--- config.mk ---
export PLATFORM = sky130hd
export DESIGN_NAME = input_request_unit
export DESIGN_NICKNAME = d
export VERILOG_FILES = /design/src/rtl/noc_params_pkg.sv /design/src/rtl/circular_buffer.sv /design/src/rtl/input_request_unit.sv
export SDC_FILE = /design/constraint.sdc
export NUM_CORES = 1
export LEC_CHECK = 0
export CORE_MARGIN = 2
export CORE_UTILIZATION = 37
export DETAILED_ROUTE_END_ITERATION = 8
export DONT_BUFFER_PORTS = 1
export GPL_TIMING_DRIVEN = 0
export PLACE_DENSITY = 0.56
export SKIP_CTS_REPAIR_TIMING = 1
export SKIP_LAST_GASP = 1
export SLEW_MARGIN = 5
export SYNTH_ARGS = -nofsm -noshare
export SYNTH_HDL_FRONTEND = slang
export SYNTH_HIERARCHICAL = 1
export SYNTH_SLANG_ARGS = --single-unit
--- constraint.sdc ---
create_clock -name clk -period 5.08 [get_ports clk]
set_input_delay 1.524 -clock clk [delete_from_list [all_inputs] [get_ports clk]]
set_output_delay 1.524 -clock clk [all_outputs]
set_load 0.01 [all_outputs]
--- src/rtl/noc_params_pkg.sv ---
// Shared NoC definitions: flit types, flit record, default payload width and
// the packet-tracking FSM states used by the input request unit.
package noc_params;

    localparam int DATA_WIDTH = 32;

    typedef enum logic [1:0] {
        HEAD     = 2'd0,
        BODY     = 2'd1,
        TAIL     = 2'd2,
        HEADTAIL = 2'd3
    } flit_type_t;

    typedef struct packed {
        flit_type_t              ftype;
        logic [DATA_WIDTH-1:0]   payload;
    } flit_t;

    typedef enum logic {
        IDLE   = 1'b0,
        ACTIVE = 1'b1
    } state_t;

    // HEAD and HEADTAIL both open a packet.
    function automatic logic is_head(input flit_type_t t);
        return (t == HEAD) || (t == HEADTAIL);
    endfunction

endpackage

--- src/rtl/circular_buffer.sv ---
// Circular FIFO holding upstream flits.
// Ports:
//   clk, rst      clock, asynchronous active-low reset
//   i_push        write i_wdata at tail (ignored when full)
//   i_pop         drop head entry (ignored when empty)
//   i_wdata       entry to write
//   o_full        DEPTH entries stored
//   o_empty       no entries stored
//   o_rdata       head-of-queue entry (valid while !o_empty)
module circular_buffer #(
    parameter int DEPTH = 8,
    parameter int WIDTH = 34
) (
    input  logic             clk,
    input  logic             rst,
    input  logic             i_push,
    input  logic             i_pop,
    input  logic [WIDTH-1:0] i_wdata,
    output logic             o_full,
    output logic             o_empty,
    output logic [WIDTH-1:0] o_rdata
);

    localparam int AW = $clog2(DEPTH);

    logic [WIDTH-1:0] r_mem [DEPTH];
    logic [AW-1:0]    r_wr_ptr;
    logic [AW-1:0]    r_rd_ptr;
    logic [AW:0]      r_count;
    logic             w_push;
    logic             w_pop;

    assign o_full  = (r_count == (AW+1)'(DEPTH));
    assign o_empty = (r_count == '0);
    assign o_rdata = r_mem[r_rd_ptr];
    assign w_push  = i_push && !o_full;
    assign w_pop   = i_pop && !o_empty;

    // DEPTH is a power of two, so pointer overflow is the modulo wrap.
    always_ff @(posedge clk or negedge rst) begin
        if (!rst) begin
            r_wr_ptr <= '0;
            r_rd_ptr <= '0;
            r_count  <= '0;
        end else begin
            if (w_push) r_wr_ptr <= r_wr_ptr + 1'b1;
            if (w_pop)  r_rd_ptr <= r_rd_ptr + 1'b1;
            case ({w_push, w_pop})
                2'b10:   r_count <= r_count + 1'b1;
                2'b01:   r_count <= r_count - 1'b1;
                default: r_count <= r_count;
            endcase
        end
    end

    // Storage needs no reset: contents are only observed through the count.
    always_ff @(posedge clk) begin
        if (w_push) r_mem[r_wr_ptr] <= i_wdata;
    end

endmodule

--- src/rtl/input_request_unit.sv ---
// NoC input request unit: buffers upstream flits, requests the round-robin
// arbiter when a flit and a downstream credit are available, forwards granted
// flits with one cycle of latency and holds the arbiter lock for a packet.
// Ports:
//   clk, rst     clock, asynchronous active-low reset
//   data_i       upstream flit; valid_i qualifies it; ready_o = FIFO not full
//   request_o    arbiter request; grant_i same-cycle grant bit
//   lock_o       packet in progress
//   credit_i     one downstream slot returned
//   data_o       forwarded flit; valid_o qualifies it
//   error_o      single-cycle protocol violation pulse
module input_request_unit
    import noc_params::*;
#(
    parameter int BUFFER_SIZE = 8,
    parameter int MAX_CREDITS = 4,
    parameter int DATA_WIDTH  = noc_params::DATA_WIDTH
) (
    input  logic  clk,
    input  logic  rst,
    input  flit_t data_i,
    input  logic  valid_i,
    output logic  ready_o,
    output logic  request_o,
    input  logic  grant_i,
    output logic  lock_o,
    input  logic  credit_i,
    output flit_t data_o,
    output logic  valid_o,
    output logic  error_o
);

    localparam int CW = $clog2(MAX_CREDITS + 1);
    localparam int FW = 2 + DATA_WIDTH;

    state_t        r_state;
    state_t        w_next;
    logic [CW-1:0] r_credits;
    flit_t         r_data_o;
    logic          r_valid_o;

    logic [FW-1:0] w_push_data;
    logic [FW-1:0] w_rd_data;
    flit_t         w_head;
    logic          w_full;
    logic          w_empty;
    logic          w_discard;
    logic          w_request;
    logic          w_xfer;
    logic          w_credit_max;
    logic          w_credit_ovf;

    assign w_push_data = data_i;
    assign w_head      = w_rd_data;

    circular_buffer #(
        .DEPTH (BUFFER_SIZE),
        .WIDTH (FW)
    ) u_fifo (
        .clk     (clk),
        .rst     (rst),
        .i_push  (valid_i),
        .i_pop   (w_xfer || w_discard),
        .i_wdata (w_push_data),
        .o_full  (w_full),
        .o_empty (w_empty),
        .o_rdata (w_rd_data)
    );

    // A BODY/TAIL with no open packet is dropped without touching the arbiter.
    assign w_discard    = (r_state == IDLE) && !w_empty && !is_head(w_head.ftype);
    assign w_request    = !w_empty && (r_credits != '0) && !w_discard;
    assign w_xfer       = w_request && grant_i;
    assign w_credit_max = (r_credits == CW'(MAX_CREDITS));
    assign w_credit_ovf = credit_i && !w_xfer && w_credit_max;

    assign ready_o   = !w_full;
    assign request_o = w_request;
    assign data_o    = r_data_o;
    assign valid_o   = r_valid_o;

    always_ff @(posedge clk or negedge rst) begin
        if (!rst) begin
            r_credits <= CW'(MAX_CREDITS);
        end else if (w_xfer && !credit_i) begin
            r_credits <= r_credits - 1'b1;
        end else if (credit_i && !w_xfer && !w_credit_max) begin
            r_credits <= r_credits + 1'b1;
        end
    end

    always_ff @(posedge clk or negedge rst) begin
        if (!rst) begin
            r_data_o  <= '0;
            r_valid_o <= 1'b0;
        end else begin
            r_valid_o <= w_xfer;
            if (w_xfer) r_data_o <= w_head;
        end
    end

    // FSM: state register
    always_ff @(posedge clk or negedge rst) begin
        if (!rst) r_state <= IDLE;
        else      r_state <= w_next;
    end

    // FSM: next state, driven purely by the type of the transferred flit
    always_comb begin
        w_next = r_state;
        if (w_xfer) begin
            case (w_head.ftype)
                HEAD:     w_next = ACTIVE;
                TAIL:     w_next = IDLE;
                HEADTAIL: w_next = IDLE;
                default:  w_next = r_state;
            endcase
        end
    end

    // FSM: outputs. error_o is masked during reset so a stray credit_i
    // cannot pulse it while state is held.
    always_comb begin
        lock_o  = (r_state == ACTIVE);
        error_o = rst && (w_discard || w_credit_ovf ||
                  (w_xfer && (r_state == ACTIVE) && is_head(w_head.ftype)));
    end

endmodule

Word level (Yosys, flattened, before mapping)

Memories as Yosys holds them, arrays and structs flattened.
Cells that the tools add are included.

Bits in registers: 49
Bits in latches: 0
Memory bits (writable): 272
ROM bits: 0
Input port bits: 39
Output and inout bits: 39
Logic and storage cells: 61
Memories: 1

Memory list:

| name         | words | width | rd ports | clocked after memory_dff | write ports | RTL line              | source |
|---|---|---|---|---|---|---|---|
| u_fifo.r_mem | 8     | 34    | 1        | 0                        | 1           | circular_buffer.sv:26 | `logic [WIDTH-1:0] r_mem [DEPTH];` |

Add/subtract/negate cells: 6
$mul: 0
Divide/modulo/power cells: 0
Magnitude comparators: 0
Eq/ne operators: 6
Shift-type cells: 0
Muxes and demuxes: 6
Bitwise logic cells: 1
Reductions and logical operators: 33

Operator list:

| cell                                                | number |
|---|---|
| logical AND 1 bit                                   | 14 |
| adder 3 x 1 -> 3 bit, second input constant         | 3 |
| case mux 4 bit (2 select lines)                     | 1 |
| zero test 1 bit                                     | 7 |
| equality test 2 bit, second input constant          | 3 |
| 2-to-1 mux 3 bit                                    | 2 |
| nonzero test 2 bit                                  | 3 |
| adder 4 x 1 -> 4 bit, second input constant         | 1 |
| equality test 4 bit, second input constant          | 1 |
| zero test 4 bit                                     | 1 |
| logical OR 1 bit                                    | 4 |
| subtractor 4 x 1 -> 4 bit, second input constant    | 1 |
| equality test 3 bit, second input constant          | 1 |
| nonzero test 3 bit                                  | 1 |
| subtractor 3 x 1 -> 3 bit, second input constant    | 1 |
| equality test 2 x 1 -> 1 bit, second input constant | 1 |
| zero test 2 bit                                     | 1 |
| 2-to-1 mux 1 bit                                    | 2 |
| case mux 1 bit (2 select lines)                     | 1 |
| AND reduction 2 bit                                 | 1 |
| OR reduction 2 bit                                  | 1 |
| NOT 1 bit                                           | 1 |

Longest topological paths before layout

An unclocked memory read counts as a cell.

Word-level depth: 14
Gate-level depth with buffers: 20
Depth with buffers taken out: 14

Modules after synthesis

Netlist, hierarchy kept.

Modules (own cells, without submodules):

| module             | instances | cells each | area an instance (sq um) | sequential area each (sq um) |
|---|---|---|---|---|
| circular_buffer    | 1         | 461        | 10887.9                  | 8418.1 |
| input_request_unit | 1         | 127        | 1786.7                   | 977.2 |

Worst setup path after synthesis

No wires, ideal clock.

Path type: flip-flop to flip-flop
From: register u_fifo.r_rd_ptr[0]
To: register u_fifo.r_count[3]
Setup time: 134 ps
Arrival time: 4386 ps
Required time: 4946 ps
Slack: 560 ps
Cell stages (with the launch flop): 20
Path buffers: 5
Clock period less this slack: 4520 ps
Cell sequence: dfrtp_1 buf_6 buf_2 mux4_2 mux2_2 inv_1 ha_1 or2_1 buf_2 nand3b_4 buf_6 buf_12 o21ai_0 o41ai_1 inv_1 ha_1 ha_1 or4b_2 o311ai_0 o211ai_1

RTL lines:

| element                | RTL line              | source |
|---|---|---|
| from (decl)            | circular_buffer.sv:28 | `logic [AW-1:0] r_rd_ptr;` |
| from (signal assigned) | circular_buffer.sv:47 | `if (w_pop) r_rd_ptr <= r_rd_ptr + 1'b1;` |
| to (signal assigned)   | circular_buffer.sv:49 | `2'b10: r_count <= r_count + 1'b1;` |
| to (signal assigned)   | circular_buffer.sv:50 | `2'b01: r_count <= r_count - 1'b1;` |
| to (signal assigned)   | circular_buffer.sv:51 | `default: r_count <= r_count;` |
| to (decl)              | circular_buffer.sv:29 | `logic [AW:0] r_count;` |

==> key figures <==
Run status
  – Status: finished clean

Place
  – DP Wirelength: 16.7 mm
  – Port Buf Inserts: 0
  – Placed Cells: 1,052
  – Final GP Congestion: 0.762
  – Post-DP Area: 13,500 sq um
  – Pre-CTS setup slack: -0.514 ns

Power and ir drop
  – Final Power: 9.74 mW
  – LEAKAGE: 5.01 nW
  – Power per cell area: 654 nW/um^2
  – Worst vdd ir: 0.278 mV

Worst setup path
  – CP Capture Type: flop
  – Arrival @ worst endpoint: 5.24 ns
  – CP Launch Type: flop
  – Crit-path cells: buf_6 -> buf_12 -> mux4_2 -> mux2_4 -> ha_1 -> or2_1 -> buf_2 -> nand3b_4 -> buf_8 -> buf_12 -> o21ai_0 -> o41ai_2 -> inv_1 -> ha_2 -> ha_1 -> or4b_2 -> o311ai_0 -> o211ai_1
  – Slowest stage cell, crit path: or4b_2
  – Required @ worst endpoint: 5.46 ns
  – Critical setup path kind: reg2reg
  – Worst-path fanout max: 10
  – Worst path max stage delay: 0.68 ns

Detailed routing
  – Vias per inst: 5.24
  – Post-route ant nets: 0
  – Initial DRC count: 488
  – Drt pass-1 iters: 4
  – Routed vias: 5,849
  – DRC viols: 0
  – WL final: 26.4 mm
  – WL per Instance: 23.6 microns

Final layout
  – Layout cell share with drive strength beyond 1: 37.5%
  – Area delta synth->final: 17.5%
  – Diode count: 0
  – Post-route insts no fill: 1,117
  – Final Util: 44.3%
  – Nets: 691
  – Post-route cell area: 14,900 sq um

Timing
  – Final Hold Vio Count: 0
  – Min Tclk post-route: 4.86 ns
  – Setup TNS: 0 ns
  – Final Worst Setup Slack: 0.219 ns
  – Achievable Freq: 206 MHz
  – Post-route clock period utilization: 95.7%
  – Clock skew: 0.0220 ns
  – Slew Viols, Final: 0
  – Slew @ Worst Pin: 0.995 ns
  – Hold Worst Slack: 0.554 ns
  – Final Setup Violations: 0
  – Worst slew margin: 33.7%

Global route
  – Initial antenna violation count: 0
  – Total Routing Usage GR: 14.9%
  – Largest net degree at the start of global routing: 51
  – Vias in the first global route: 6,294
  – Total grt overflow: 0
  – First-pass GRT wire length: 39.1 mm

Yosys
  – Post-Syn Area per Cell: 21.6 sq um
  – Synth top cells by count: edfxtp_1, mux4_2, mux2_2, dfrtp_1, mux2_4
  – Sequential area share after synthesis: 74.1%
  – Synth top area share: 64.4%
  – Top post-synthesis cells by area: edfxtp_1, mux4_2, dfrtp_1
  – Netlist cell types: 49
  – Top-count cell post-synth: edfxtp_1
  – Post-synthesis cell count: 588
  – Cell Area, Synth: 12,700 sq um
  – #FFs+latches synth: 321
  – Syn_nets: 637
  – Largest area contributor in the netlist: edfxtp_1
  – Most used flip-flop cell after synthesis: edfxtp_1
  – Ys Warns: 6
  – Fraction of registers with async set/reset: 15.3%
  – Post-synth EDFFs: 272

Clock network
  – Total CTS buffers: 35
  – CTS tree: built
  – H-tree levels: 2
  – Worst-skew pair later-pin latency: 0.52 ns
  – Root Driver: clkbuf_16
  – Clock transition at path regs: 0.06 ns
  – # clock sinks: 321
  – Deepest clock path buffer count: 3

Floorplan
  – Starting Density: 37.7%
  – Die area: 35,800 sq um
  – Die Wd: 189 microns
  – Die height: 189 microns
  – CORE AREA: 33,600 sq um
  – Placement Rows: 67
  – Num ports: 78

Worst hold path
  – Hold Path Class: reg2reg

Run
  – Max-cap violations: 0
## cells by family (layout without fill, tap and decap cells)
logic type | Yosys count | after routing | synth area share (%)
AOI/OAI and AO/OA | 21 | 21 | 1.27
and+or+nand+nor | 48 | 48 | 2.21
buffers and inverters | 41 | 122 | 1.91
muxes | 139 | 139 | 18.8
adders and majority gates | 10 | 10 | 1.11
DFF | 321 | 321 | 74.1
xor gates and xnor gates | 8 | 8 | 0.553
## cells in the final DEF, fill, tap and decap left out, types with 3 or more instances in the layout
| master | n |
|---|---|
| a21oi_1 | 4 |
| buf_12 | 8 |
| buf_2 | 6 |
| buf_4 | 7 |
| buf_6 | 11 |
| bufinv_16 | 9 |
| clkbuf_1 | 14 |
| clkbuf_16 | 36 |
| clkinv_2 | 7 |
| dfrtp_1 | 47 |
| edfxtp_1 | 272 |
| ha_1 | 7 |
| inv_1 | 12 |
| mux2_2 | 53 |
| mux2_4 | 16 |
| mux4_2 | 68 |
| nand2_1 | 9 |
| nand2b_1 | 3 |
| nand3_1 | 6 |
| nor2_1 | 4 |
| nor2_4 | 6 |
| nor3b_1 | 4 |
| o21ai_0 | 3 |
| xnor2_1 | 6 |
## state kept, by name, indices dropped and copies added (netlist names)
signal           cells
u_fifo/r_rd_ptr      3
u_fifo/r_count       4
u_fifo/r_wr_ptr      3
lock_o               1
data_o              34
r_credits            3
u_fifo/r_mem       272
valid_o              1
## report_power, final
| part | internal [mW] | switching [mW] |
|---|---|---|
| Sequential | 3.43 | 0.316 |
| Clock | 1.78 | 1.00 |
| Combinational | 1.64 | 1.56 |
## layout make-up
type	count	area (sq um)
fillers	2832	18700
flip-flops and latches	321	9400
multi-input cells	226	3110
clock buffers	43	937
well taps	448	561
clock inverters	21	350
repair buffers	18	255
plain buffers	28	236
inverters	12	45.0
## metal layers
metal / part of all wire, % / global-route usage, %
met5: 0 / 0
met4: 1.9 / 3.97
met3: 7.2 / 4.17
met2: 51 / 26.1
met1: 40 / 18.1
## final timing paths
path,start,end,slack [ns],cells after the start
hold / removal,u_fifo/r_wr_ptr[0]$_DFFE_PN0P_,u_fifo/r_wr_ptr[0]$_DFFE_PN0P_,0.55,1
setup / recovery,u_fifo/r_rd_ptr[0]$_DFFE_PN0P_,u_fifo/r_count[3]$_DFFE_PN0P_,0.22,18
setup reg to reg,u_fifo/r_rd_ptr[0]$_DFFE_PN0P_,u_fifo/r_count[3]$_DFFE_PN0P_,0.22,18
hold reg to reg,u_fifo/r_wr_ptr[0]$_DFFE_PN0P_,u_fifo/r_wr_ptr[0]$_DFFE_PN0P_,0.55,1
min in group asynchronous,rst,data_o[17]$_DFFE_PN0P_,0.71,0
max in group asynchronous,rst,r_credits[2]$_DFFE_PN1P_,4.18,0
## worst max-delay path, delay by kind of cell (launching register included)
kind | cells | cell delay, ns
buffers and inverters | 6 | 1.04
and+or+nand+nor | 3 | 1.02
adders and majority gates | 3 | 0.92
muxes | 2 | 0.84
AOI/OAI and AO/OA | 4 | 0.53
DFF | 1 | 0.37
(Power assumes the default switching activity.)
